$ cat config.mk
export PLATFORM = sky130hd
export DESIGN_NAME = wb_write_arbiter_flat
export DESIGN_NICKNAME = d
export VERILOG_FILES = /design/src/rtl/wb_write_arbiter_pkg.sv /design/src/rtl/wb_write_arbiter_if.sv /design/src/rtl/wb_write_arbiter_fifo.sv /design/src/rtl/wb_write_arbiter.sv /design/src/flat_wrapper.sv
export SDC_FILE = /design/constraint.sdc
export NUM_CORES = 1
export LEC_CHECK = 0
export ABC_CLOCK_PERIOD_IN_PS = 2550
export CAP_MARGIN = 20
export CORE_MARGIN = 2
export CORE_UTILIZATION = 48
export CTS_CLUSTER_SIZE = 24
export DETAILED_ROUTE_END_ITERATION = 16
export GPL_TIMING_DRIVEN = 0
export MAX_ROUTING_LAYER = met4
export PLACE_DENSITY = 0.73
export SYNTH_ARGS = -nofsm -noshare
export SYNTH_HDL_FRONTEND = slang
export SYNTH_SLANG_ARGS = --single-unit
export TNS_END_PERCENT = 20
$ cat constraint.sdc
create_clock -name clk -period 2.55 [get_ports clk]
set_input_delay 0.3825 -clock clk [delete_from_list [all_inputs] [get_ports clk]]
set_output_delay 0.3825 -clock clk [all_outputs]
set_load 0.1 [all_outputs]
$ cat src/rtl/wb_write_arbiter_pkg.sv
// Shared types for the writeback arbiter: register-file geometry, the
// writeback request record and a one-hot helper for the busy scoreboard.
package wb_write_arbiter_pkg;

   localparam int XLEN   = 32;
   localparam int REG_AW = 5;
   localparam int NREGS  = 1 << REG_AW;

   typedef struct packed {
      logic [REG_AW-1:0] rd;
      logic [XLEN-1:0]   data;
   } wb_req_t;

   // One-hot mask selecting architectural register rd.
   function automatic logic [NREGS-1:0] rd_onehot(input logic [REG_AW-1:0] rd);
      return {{(NREGS-1){1'b0}}, 1'b1} << rd;
   endfunction

endpackage

$ cat src/rtl/wb_write_arbiter_if.sv
// Bundle of the writeback arbiter's pipeline, long-latency and register-file
// signals. The arbiter uses the slave view; the producers/consumers around it
// (or a testbench) use the master view.
interface wb_write_arbiter_if;
   import wb_write_arbiter_pkg::*;

   logic              pipe_we;
   logic [REG_AW-1:0] pipe_rd;
   logic [XLEN-1:0]   pipe_data;
   logic              lu_issue;
   logic [REG_AW-1:0] lu_issue_rd;
   logic              lu_valid;
   logic [REG_AW-1:0] lu_rd;
   logic [XLEN-1:0]   lu_data;
   logic              lu_ready;
   logic [NREGS-1:0]  busy_vec;
   logic              wb_stall;
   logic              rf_we;
   logic [REG_AW-1:0] rf_waddr;
   logic [XLEN-1:0]   rf_wdata;

   modport slave (
      input  pipe_we, pipe_rd, pipe_data,
      input  lu_issue, lu_issue_rd,
      input  lu_valid, lu_rd, lu_data,
      output lu_ready, busy_vec, wb_stall,
      output rf_we, rf_waddr, rf_wdata
   );

   modport master (
      output pipe_we, pipe_rd, pipe_data,
      output lu_issue, lu_issue_rd,
      output lu_valid, lu_rd, lu_data,
      input  lu_ready, busy_vec, wb_stall,
      input  rf_we, rf_waddr, rf_wdata
   );

endinterface

$ cat src/rtl/wb_write_arbiter_fifo.sv
// wb_fifo: small circular buffer of long-latency writeback requests.
// DEPTH must be a power of two so the pointers wrap by natural overflow.
// Storage is not reset; only pointers and count are, which empties the queue.
module wb_write_arbiter_fifo
   import wb_write_arbiter_pkg::*;
#(
   parameter int DEPTH = 4
) (
   input  logic                   clk,
   input  logic                   rst_n,
   input  logic                   push,
   input  wb_req_t                push_data,
   input  logic                   pop,
   output wb_req_t                head,
   output logic                   full,
   output logic                   empty,
   output logic [$clog2(DEPTH):0] count
);

   localparam int AW = $clog2(DEPTH);

   wb_req_t       mem [DEPTH];
   logic [AW-1:0] wr_ptr;
   logic [AW-1:0] rd_ptr;
   logic [AW:0]   cnt;
   logic          do_push;
   logic          do_pop;

   assign full    = (cnt == (AW+1)'(DEPTH));
   assign empty   = (cnt == '0);
   assign count   = cnt;
   assign head    = mem[rd_ptr];
   assign do_push = push && !full;
   assign do_pop  = pop && !empty;

   // Pointer and occupancy bookkeeping; push+pop together keeps the count.
   always_ff @(posedge clk or negedge rst_n) begin
      if (!rst_n) begin
         wr_ptr <= '0;
         rd_ptr <= '0;
         cnt    <= '0;
      end else begin
         if (do_push) wr_ptr <= wr_ptr + AW'(1);
         if (do_pop)  rd_ptr <= rd_ptr + AW'(1);
         case ({do_push, do_pop})
            2'b10:   cnt <= cnt + (AW+1)'(1);
            2'b01:   cnt <= cnt - (AW+1)'(1);
            default: cnt <= cnt;
         endcase
      end
   end

   // Entry storage, written at the tail on every accepted push.
   always_ff @(posedge clk) begin
      if (do_push) mem[wr_ptr] <= push_data;
   end

endmodule

$ cat src/rtl/wb_write_arbiter.sv
// wb_write_arbiter: sole writer of the register-file write port. In-order
// pipeline writebacks take priority; long-latency results queue in a FIFO and
// drain into free slots. A busy scoreboard marks registers with a pending
// long-latency write, and a starvation counter raises wb_stall so the queue
// head is guaranteed a slot.
// Optional build macro WB_BYPASS_EN: a long-latency result that finds the FIFO
// empty and the pipeline slot free is written straight to the output stage.
module wb_write_arbiter
   import wb_write_arbiter_pkg::*;
#(
   parameter int DEPTH      = 4,
   parameter int STARVE_MAX = 8
) (
   input  logic                clk,
   input  logic                rst_n,
   wb_write_arbiter_if.slave   bus
);

   localparam int CW = $clog2(STARVE_MAX + 1);

   // Registered state
   logic              rf_we_q;
   logic [REG_AW-1:0] rf_waddr_q;
   logic [XLEN-1:0]   rf_wdata_q;
   logic              rf_src_lu_q;
   logic [NREGS-1:0]  busy_q;
   logic [CW-1:0]     starve_q;
   logic              wb_stall_q;

   // Next-state values
   logic              rf_we_d;
   logic [REG_AW-1:0] rf_waddr_d;
   logic [XLEN-1:0]   rf_wdata_d;
   logic              rf_src_lu_d;
   logic [NREGS-1:0]  busy_d;
   logic [CW-1:0]     starve_d;
   logic              wb_stall_d;

   // Decode and FIFO control
   logic                   pipe_ok;
   logic                   lu_take;
   logic                   bypass;
   logic                   fifo_push;
   logic                   fifo_pop;
   logic                   fifo_full;
   logic                   fifo_empty;
   logic [$clog2(DEPTH):0] fifo_count;
   wb_req_t                fifo_head;
   wb_req_t                lu_req;

   assign lu_req = '{rd: bus.lu_rd, data: bus.lu_data};

   wb_write_arbiter_fifo #(
      .DEPTH (DEPTH)
   ) u_fifo (
      .clk       (clk),
      .rst_n     (rst_n),
      .push      (fifo_push),
      .push_data (lu_req),
      .pop       (fifo_pop),
      .head      (fifo_head),
      .full      (fifo_full),
      .empty     (fifo_empty),
      .count     (fifo_count)
   );

   // Readiness depends only on the registered occupancy, never on lu_valid.
   assign bus.lu_ready = !fifo_full;
   assign bus.busy_vec = busy_q;
   assign bus.wb_stall = wb_stall_q;
   assign bus.rf_we    = rf_we_q;
   assign bus.rf_waddr = rf_waddr_q;
   assign bus.rf_wdata = rf_wdata_q;

   // Slot arbitration, busy scoreboard update and starvation tracking.
   always_comb begin
      pipe_ok     = bus.pipe_we && (bus.pipe_rd != '0);
      lu_take     = bus.lu_valid && bus.lu_ready && (bus.lu_rd != '0);
`ifdef WB_BYPASS_EN
      bypass      = fifo_empty && !pipe_ok && bus.lu_valid && (bus.lu_rd != '0);
`else
      bypass      = 1'b0;
`endif
      fifo_push   = lu_take && !bypass;
      fifo_pop    = !pipe_ok && !fifo_empty;

      rf_we_d     = 1'b0;
      rf_waddr_d  = rf_waddr_q;
      rf_wdata_d  = rf_wdata_q;
      rf_src_lu_d = 1'b0;
      if (pipe_ok) begin
         rf_we_d    = 1'b1;
         rf_waddr_d = bus.pipe_rd;
         rf_wdata_d = bus.pipe_data;
      end else if (fifo_pop) begin
         rf_we_d     = 1'b1;
         rf_waddr_d  = fifo_head.rd;
         rf_wdata_d  = fifo_head.data;
         rf_src_lu_d = 1'b1;
      end else if (bypass) begin
         rf_we_d     = 1'b1;
         rf_waddr_d  = bus.lu_rd;
         rf_wdata_d  = bus.lu_data;
         rf_src_lu_d = 1'b1;
      end

      // Clear first so a same-edge set on the same register wins.
      busy_d = busy_q;
      if (rf_we_q && rf_src_lu_q) busy_d = busy_d & ~rd_onehot(rf_waddr_q);
      if (bus.lu_issue && (bus.lu_issue_rd != '0)) busy_d = busy_d | rd_onehot(bus.lu_issue_rd);

      starve_d   = '0;
      wb_stall_d = 1'b0;
      if (pipe_ok && (fifo_count != '0)) begin
         if (starve_q == CW'(STARVE_MAX - 1)) begin
            wb_stall_d = 1'b1;
         end else begin
            starve_d = starve_q + CW'(1);
         end
      end
   end

   // Output stage, scoreboard and starvation registers.
   always_ff @(posedge clk or negedge rst_n) begin
      if (!rst_n) begin
         rf_we_q     <= 1'b0;
         rf_waddr_q  <= '0;
         rf_wdata_q  <= '0;
         rf_src_lu_q <= 1'b0;
         busy_q      <= '0;
         starve_q    <= '0;
         wb_stall_q  <= 1'b0;
      end else begin
         rf_we_q     <= rf_we_d;
         rf_waddr_q  <= rf_waddr_d;
         rf_wdata_q  <= rf_wdata_d;
         rf_src_lu_q <= rf_src_lu_d;
         busy_q      <= busy_d;
         starve_q    <= starve_d;
         wb_stall_q  <= wb_stall_d;
      end
   end

endmodule

$ cat src/flat_wrapper.sv
// flat-port wrapper written by rule: the top's interface ports become plain ports
module wb_write_arbiter_flat import wb_write_arbiter_pkg::*;
#(
   parameter int DEPTH      = 4,
   parameter int STARVE_MAX = 8
)
  (clk, rst_n, bus_pipe_we, bus_pipe_rd, bus_pipe_data, bus_lu_issue, bus_lu_issue_rd, bus_lu_valid, bus_lu_rd, bus_lu_data, bus_lu_ready, bus_busy_vec, bus_wb_stall, bus_rf_we, bus_rf_waddr, bus_rf_wdata);
  wb_write_arbiter_if bus_i ();
  input  logic clk;
  input  logic rst_n;
  input wire logic [$bits(bus_i.pipe_we)-1:0] bus_pipe_we;
  input wire logic [$bits(bus_i.pipe_rd)-1:0] bus_pipe_rd;
  input wire logic [$bits(bus_i.pipe_data)-1:0] bus_pipe_data;
  input wire logic [$bits(bus_i.lu_issue)-1:0] bus_lu_issue;
  input wire logic [$bits(bus_i.lu_issue_rd)-1:0] bus_lu_issue_rd;
  input wire logic [$bits(bus_i.lu_valid)-1:0] bus_lu_valid;
  input wire logic [$bits(bus_i.lu_rd)-1:0] bus_lu_rd;
  input wire logic [$bits(bus_i.lu_data)-1:0] bus_lu_data;
  output wire logic [$bits(bus_i.lu_ready)-1:0] bus_lu_ready;
  output wire logic [$bits(bus_i.busy_vec)-1:0] bus_busy_vec;
  output wire logic [$bits(bus_i.wb_stall)-1:0] bus_wb_stall;
  output wire logic [$bits(bus_i.rf_we)-1:0] bus_rf_we;
  output wire logic [$bits(bus_i.rf_waddr)-1:0] bus_rf_waddr;
  output wire logic [$bits(bus_i.rf_wdata)-1:0] bus_rf_wdata;
  assign bus_i.pipe_we = bus_pipe_we;
  assign bus_i.pipe_rd = bus_pipe_rd;
  assign bus_i.pipe_data = bus_pipe_data;
  assign bus_i.lu_issue = bus_lu_issue;
  assign bus_i.lu_issue_rd = bus_lu_issue_rd;
  assign bus_i.lu_valid = bus_lu_valid;
  assign bus_i.lu_rd = bus_lu_rd;
  assign bus_i.lu_data = bus_lu_data;
  assign bus_lu_ready = bus_i.lu_ready;
  assign bus_busy_vec = bus_i.busy_vec;
  assign bus_wb_stall = bus_i.wb_stall;
  assign bus_rf_we = bus_i.rf_we;
  assign bus_rf_waddr = bus_i.rf_waddr;
  assign bus_rf_wdata = bus_i.rf_wdata;
  wb_write_arbiter #(.DEPTH(DEPTH), .STARVE_MAX(STARVE_MAX)) u_core (.clk(clk), .rst_n(rst_n), .bus(bus_i));
endmodule
==> results.txt, run 1 <==
CP Launch Type -> input pin
Worst-Margin Slew -> 1.01 ns
Grt ovf -> 0
Die H -> 142 um
Vias -> 5,838
GRT Total Usage -> 0.232
Post-route ant nets -> 0
Routed len/inst -> 21.8 um
DP HPWL -> 15,300 um
Post-synthesis register bit count -> 231
Buffers on Ports -> 153
Metal-1 WL -> 9060 um
1st-iter DRT viols -> 324
Most common cell after layout, fill and taps aside -> edfxtp_1
Layout cell share with drive strength beyond 1 -> 0.173
CTS Buf Count -> 24
Fin crit period -> 2.51 ns
First-pass GRT wire length -> 34,800 um
Status -> complete, no violations
CTS Sinks -> 231
Endpoints failing hold -> 0
Worst r2r src -> u_core.u_fifo.count[0]
Top Layer Used -> met4
Power per cell area -> 1410 nW/um^2
Synthesized Nets -> 684
Worst setup margin -> 0.0371 ns
R2R Setup Slk -> 0.34 ns
CP most frequent cell -> xor2_1
VDD IR-drop max -> 0.000882 V
Cell at the slowest stage of the critical path -> clkdlybuf4s50_1
Worst Path Max Fanout -> 10
CP Data Arrival Time -> 2.94 ns
CTS clk-pin slew, worst paths -> 0.06 ns
Final Skew -> 0.0108 ns
Dominant synthesized flop cell -> edfxtp_1
CTS root buffer -> clkbuf_16
Worst path max stage delay -> 0.47 ns
H-tree levels -> 1
Initial antenna violation count -> 2
Final Wtd Congestion -> 0.860
Hold depth -> 1
Hold path startpoint -> bus_lu_rd[0]
Commonest non-fill, non-tap cells in the layout -> edfxtp_1 (148), clkdlybuf4s50_1 (142), dfrtp_1 (83)
Final Slew Violations -> 0
Die Wd -> 142 um
DR pass1 iterations -> 5
Final period utilization -> 0.985
DRC violations left -> 0
Crit path kind -> input pin to register
Dpl ws -> -0.658 ns
Layout Area Growth over Synthesis -> 31.4%
Mapped Cells -> 593
Synth warn -> 0
Setup TNS -> 0 ns
Post-Syn Area per Cell -> 15.5 sq um
WL final -> 22,500 um
Core ar. -> 18,700 sq um
I/O pin count -> 156
Vias in the first global route -> 6,293
Later-pin clock latency in the skew report -> 0.51 ns
Vias per cell -> 5.65
Critical Path, Cell by Cell -> clkdlybuf4s50_1, or4_4, o21a_4, buf_6, nor2_4, ha_4, inv_1, fa_1, xor2_1, nor2_1, xor2_1
Slew headroom -> 0.326
Initial core utilization -> 0.490
Die area -> 20,200 sq um
Leak pwr -> 4.40 nW
R2R cell count -> 10
Netlist cell types -> 44
RR Endpoint -> u_core.u_fifo.count[2]
Met3 WL -> 1440 um
Final core utilization -> 0.644
Cell Rows -> 50
Seq/Total Area, Yosys -> 0.712
FMAX -> 398 MHz
Max-Cap Viols -> 0
Synth async-reset ratio -> 0.359
Maximum root-to-sink buffer count -> 3
Largest net degree at the start of global routing -> 48
CTS tree -> done
Netlist Area Pre-Place -> 9160 sq um
Setup violators final -> 0
Hold Path Class -> input pin to register
CP Capture Type -> register
Critical Path RT -> 2.97 ns
Met2 WL -> 11,600 um
WHS Endpoint -> u_core.u_fifo.mem[1][32]
EDFF count, synth -> 148
Final #Nets -> 871
-- worst max path at each step --
| stage | cells past startpoint | to | from |
|---|---|---|---|
| after floorplan | 10 | u_core.u_fifo.count[2] | u_core.u_fifo.count[0] |
| after detailed placement | 11 | u_core.u_fifo.count[2] | bus_pipe_rd[3] |
| final | 11 | u_core.u_fifo.count[2] | bus_pipe_rd[0] |
| after CTS | 11 | u_core.u_fifo.count[2] | bus_pipe_rd[4] |
| after global placement | 1 | u_core.bus.rf_wdata[21] | rst_n |
| after global routing | 11 | u_core.u_fifo.count[2] | bus_pipe_rd[0] |
-- power breakdown --
part	internal, mW	switching [mW]
Combinational	2.19	5.56
Sequential	5.06	0.509
Clock	2.23	1.40
Total	9.48	7.47
-- per-stage QoR --
stage,hold slack (ns),instances,cell area [sq um],total power [mW]
2_1_floorplan,0.0869,593,9170,11.2
3_5_place_dp,0.389,985,11100,13.4
5_1_grt,0.213,1034,12000,17.6
4_1_cts,0.263,1030,12000,17.0
3_3_place_gp,0.461,980,11000,13.1
6_report,0.197,1034,12000,16.9
-- state kept, by name, indices dropped and copies added, names as in the netlist --
name,cells
u_core.u_fifo.mem,148
u_core.bus.busy_vec,32
u_core.bus.rf_wdata,32
u_core.bus.rf_waddr,5
u_core.starve_q,4
u_core.u_fifo.count,3
u_core.u_fifo.rd_ptr,2
u_core.u_fifo.wr_ptr,2
u_core.bus.rf_we,1
u_core.bus.wb_stall,1
u_core.rf_src_lu_q,1
-- cell type report --
| cell class | instances | area, sq um |
|---|---|---|
| repair buffers | 161 | 1700 |
| multi-input cells | 327 | 2510 |
| clock inverters | 12 | 138 |
| plain buffers | 29 | 151 |
| flip-flops and latches | 231 | 6520 |
| well taps | 234 | 293 |
| fillers | 1362 | 6660 |
| inverters | 6 | 22.5 |
| diodes | 2 | 5.00 |
| clock buffers | 32 | 702 |
-- layer usage --
layer  GRT usage  up-vias
li1            -     2619
met1       0.295     2966
met2       0.395      219
met3      0.0404       34
met4      0.0521        0
met5           -        -
-- kinds of logic (layout without fill, tap and decap cells) --
kind of cell / count (synthesis) / after routing / share of synthesized area
other cells: 0 / 2 / 0
simple gates: 136 / 136 / 0.0707
buf+inv: 35 / 240 / 0.0190
fa+ha+maj: 7 / 7 / 0.0104
xor+xnor: 7 / 7 / 0.00669
flops: 231 / 231 / 0.712
mux: 39 / 39 / 0.0933
compound gates: 138 / 138 / 0.0882
-- what timing repair did --
| action | 4_1_cts | 5_1_grt |
|---|---|---|
| hold buffers | 1 | 0 |
| pin swaps | 0 | 1 |
| gates resized for setup | 5 | 10 |
| setup endpoints to repair | 4 | 3 |
| endpoints found under the hold margin | 36 | 0 |
| buffers inserted | 0 | 2 |
-- worst max-delay path: cells and delay by family --
family / cells / cell delay (ns)
adder cells (fa/ha/maj): 2 / 0.60
AND/OR/NAND/NOR: 3 / 0.73
buffers and inverters: 3 / 0.68
XOR/XNOR: 2 / 0.33
AO/OA/AOI/OAI: 1 / 0.22
-- cells in the mapped netlist, types with 6 or more instances --
master	instances	share of area
ha_1	6	0.0082
o21ai_0	54	0.029
a21oi_2	18	0.017
inv_1	6	0.0025
a21oi_1	53	0.029
nor2_1	40	0.016
nand2_1	48	0.020
nand2b_1	6	0.0041
buf_2	10	0.0055
mux4_2	37	0.091
nand3b_1	6	0.0049
clkbuf_1	13	0.0053
dfrtp_1	83	0.23
edfxtp_1	148	0.49
nand3_1	9	0.0049
Power figures use the tool's default switching activity.
==> run 2: changes to the inputs <==
--- a/config.mk
+++ b/config.mk
@@ -5,6 +5,7 @@
 export SDC_FILE = /design/constraint.sdc
 export NUM_CORES = 1
 export LEC_CHECK = 0
+export ABC_AREA = 1
 export ABC_CLOCK_PERIOD_IN_PS = 2550
 export CAP_MARGIN = 20
 export CORE_MARGIN = 2
@@ -13,7 +14,7 @@
 export DETAILED_ROUTE_END_ITERATION = 16
 export GPL_TIMING_DRIVEN = 0
 export MAX_ROUTING_LAYER = met4
-export PLACE_DENSITY = 0.73
+export PLACE_DENSITY = 0.69
 export SYNTH_ARGS = -nofsm -noshare
 export SYNTH_HDL_FRONTEND = slang
 export SYNTH_SLANG_ARGS = --single-unit
==> results.txt, run 2 <==
Final period utilization -> 0.974 (-0.0119)
Bufs and invs on worst path -> 1 (-2)
CP Capture Type -> output port
Crit-path leading delay family -> buffers and inverters
Layout Area Growth over Synthesis -> 29.0%
Worst Path Max Fanout -> 4 (-6)
Vias -> 7,915 (+36%)
CP Launch Type -> register
Fillers -> 1,724 (+27%)
CTS Sinks -> 231 (unchanged)
First-pass GRT wire length -> 41,000 um (+18%)
Initial antenna violation count -> 1 (-1)
Mapped Cells -> 1,041 (+76%)
Setup violators final -> 0 (unchanged)
Dominant synthesized flop cell -> edfxtp_1
R2R Setup Slk -> 0.28 ns (-0.06 ns)
Worst path max stage delay -> 1.16 ns (+0.69 ns)
Synth area leader -> edfxtp_1
Synth top cells by count -> nand3_1 (240), nand2_1 (230), inv_1 (175)
Most common cell after layout, fill and taps aside -> nand3_1
Later-pin clock latency in the skew report -> 0.52 ns (about the same)
Largest Register -> u_core.u_fifo.mem
Post-synthesis register bit count -> 231 (unchanged)
CP Data Arrival Time -> 2.10 ns (-0.84 ns)
Post-Syn Area per Cell -> 9.83 sq um (-36%)
Core ar. -> 21,000 sq um (+12%)
DRC violations left -> 0 (unchanged)
WL final -> 26,200 um (+16%)
CTS Buf Count -> 24 (unchanged)
Post-route ant nets -> 0 (unchanged)
CTS clk-pin slew, worst paths -> 0.06 ns (about the same)
Fin crit period -> 2.48 ns (-0.0304 ns)
Final Skew -> 0.0222 ns (+0.0114 ns)
Placed cells -> 1,476 (+50%)
Vias per cell -> 5.19 (-8.1%)
Netlist cell types -> 28 (-36%)
Crit path kind -> register to output port
Post-DP Area -> 12,300 sq um (+10%)
Power per cell area -> 1380 nW/um^2 (-2.2%)
Die Wd -> 150 um (+5.5%)
Cell Rows -> 53 (+6.0%)
Critical Path, Cell by Cell -> clkdlybuf4s50_1
Non-Filler Instances -> 1,525 (+47%)
Cell at the slowest stage of the critical path -> clkdlybuf4s50_1
Final core utilization -> 0.630 (-0.0139)
Worst-Margin Slew -> 1.02 ns (+0.0100 ns)
Hold slack -> 0.296 ns (+0.0997 ns)
Die area -> 22,500 sq um (+11%)
DP HPWL -> 17,500 um (+15%)
Initial core utilization -> 0.488 (-0.00160)
Largest cells by area after synthesis -> edfxtp_1 (43%), dfrtp_1 (20%), nand3_1 (12%), nand2_1 (8.4%), inv_1 (6.4%)
Synthesized Nets -> 1,132 (+65%)
FMAX -> 403 MHz (+1.2%)
R2R cell count -> 10 (unchanged)
Final Slew Violations -> 0 (unchanged)
Layout cell share with drive strength beyond 1 -> 0.0809 (-0.0921)
RR Endpoint -> u_core.u_fifo.count[2]
Buffers on Ports -> 155 (+1.3%)
1st-iter DRT viols -> 619 (+91%)
Hold Path Class -> input pin to asynchronous set/reset pin
CTS root buffer -> clkbuf_16
Max-Cap Viols -> 0 (unchanged)
Most frequent cell after synthesis -> nand3_1
Total Power -> 18.2 mW (+7.2%)
CTS tree -> done
Status -> complete, no violations
VDD IR-drop max -> 0.000871 V (-1.3%)
Seq/Total Area, Yosys -> 0.637 (-0.0743)
GRT Total Usage -> 0.243 (+0.0111)
Vias in the first global route -> 7,785 (+24%)
Dpl ws -> -0.418 ns (+0.240 ns)
Endpoints failing hold -> 0 (unchanged)
Leak pwr -> 5.76 nW (+31%)
DR pass1 iterations -> 5 (unchanged)
H-tree levels -> 1 (unchanged)
RSZ-0062 raised after global routing -> no
Final Wtd Congestion -> 0.863 (+0.31%)
Final #Nets -> 1,322 (+52%)
Netlist Area Pre-Place -> 10,200 sq um (+12%)
Setup TNS -> 0 ns (unchanged)
Worst r2r src -> u_core.u_fifo.count[0]
I/O pin count -> 156 (unchanged)
Maximum root-to-sink buffer count -> 3 (unchanged)
Worst setup margin -> 0.0675 ns (+0.0304 ns)
Synth top area share -> 0.434 (-0.0507)
Largest net degree at the start of global routing -> 68 (+42%)
Slew headroom -> 0.319 (-0.00668)
Commonest non-fill, non-tap cells in the layout -> nand3_1 (239), nand2_1 (229), inv_1 (175)
Die H -> 150 um (+5.5%)
EDFF count, synth -> 148 (unchanged)
Synth warn -> 0 (unchanged)
Routed len/inst -> 17.2 um (-21%)
Grt ovf -> 0 (unchanged)
Synth async-reset ratio -> 0.359 (unchanged)
Flip-flop count of the largest register after layout -> 148 (unchanged)
Final Cell Area -> 13,200 sq um (+9.6%)
Critical Path RT -> 2.17 ns (-0.80 ns)
run 2: changes by cell type in the layout (fill, tap and decap cells not counted), sizes merged, moves of 8 or more:
cell	previous run	this run
nand3	9	241
nand2	48	231
inv	6	181
a21oi	71	1
mux4	37	0
nor2	41	15
buf	24	49
clkdlybuf4s50	142	151
nand4	2	11
nor3	4	12
o21ai	55	47
run 2: area by class of cell:
class                           count  area, sq um  area share
Timing Repair Buffer              164         1710       0.129
Tap cell                          275          344      0.0261
Clock inverter                     17          238      0.0180
Buffer                             54          307      0.0232
Multi-Input combinational cell    578         2780       0.211
Inverter                          178          668      0.0506
Antenna cell                        1         2.50    0.000190
Sequential cell                   231         6520       0.494
Clock buffer                       27          632      0.0479
run 2: worst max path at each step:
stage,cells past startpoint,from,endpoint
final,1,u_core.bus.rf_waddr[4],bus_rf_waddr[4]
after global routing,13,bus_pipe_rd[3],u_core.u_fifo.count[2]
after CTS,1,u_core.bus.rf_waddr[4],bus_rf_waddr[4]
after detailed placement,13,bus_pipe_rd[2],u_core.u_fifo.count[2]
after global placement,1,rst_n,u_core.bus.rf_wdata[24]
after floorplan,10,u_core.u_fifo.count[0],u_core.u_fifo.count[2]
run 2: timing repair:
action | CTS | global route
hold buffers | 1 | 0
setup endpoints to repair | 3 | 1
setup buffers | 0 | 3
resized for setup | 3 | 0
pin swaps | 0 | 2
endpoints found under the hold margin | 16 | 0
run 2: logic make-up after synthesis:
family | Yosys count | share of synthesized area
compound gates | 53 | 0.0271
xor+xnor | 5 | 0.00428
simple gates | 513 | 0.227
flops | 231 | 0.637
buf+inv | 232 | 0.0953
fa+ha+maj | 7 | 0.00929
run 2: report_power, final:
| part | leakage, nW | switching (mW) | internal (mW) |
|---|---|---|---|
| combinational | 3.03 | 6.66 | 2.16 |
| clock | 0.422 | 1.46 | 2.31 |
| sequential | 2.31 | 0.513 | 5.06 |
run 2: per-layer routing:
layer  global-route usage  vias up  routed length, um
met2                0.393      376              12500
met4               0.0807        0                775
met3               0.0357       58               2170
met5                    -        -                  0
met1                0.318     3688              10800
li1                     -     3793                  -
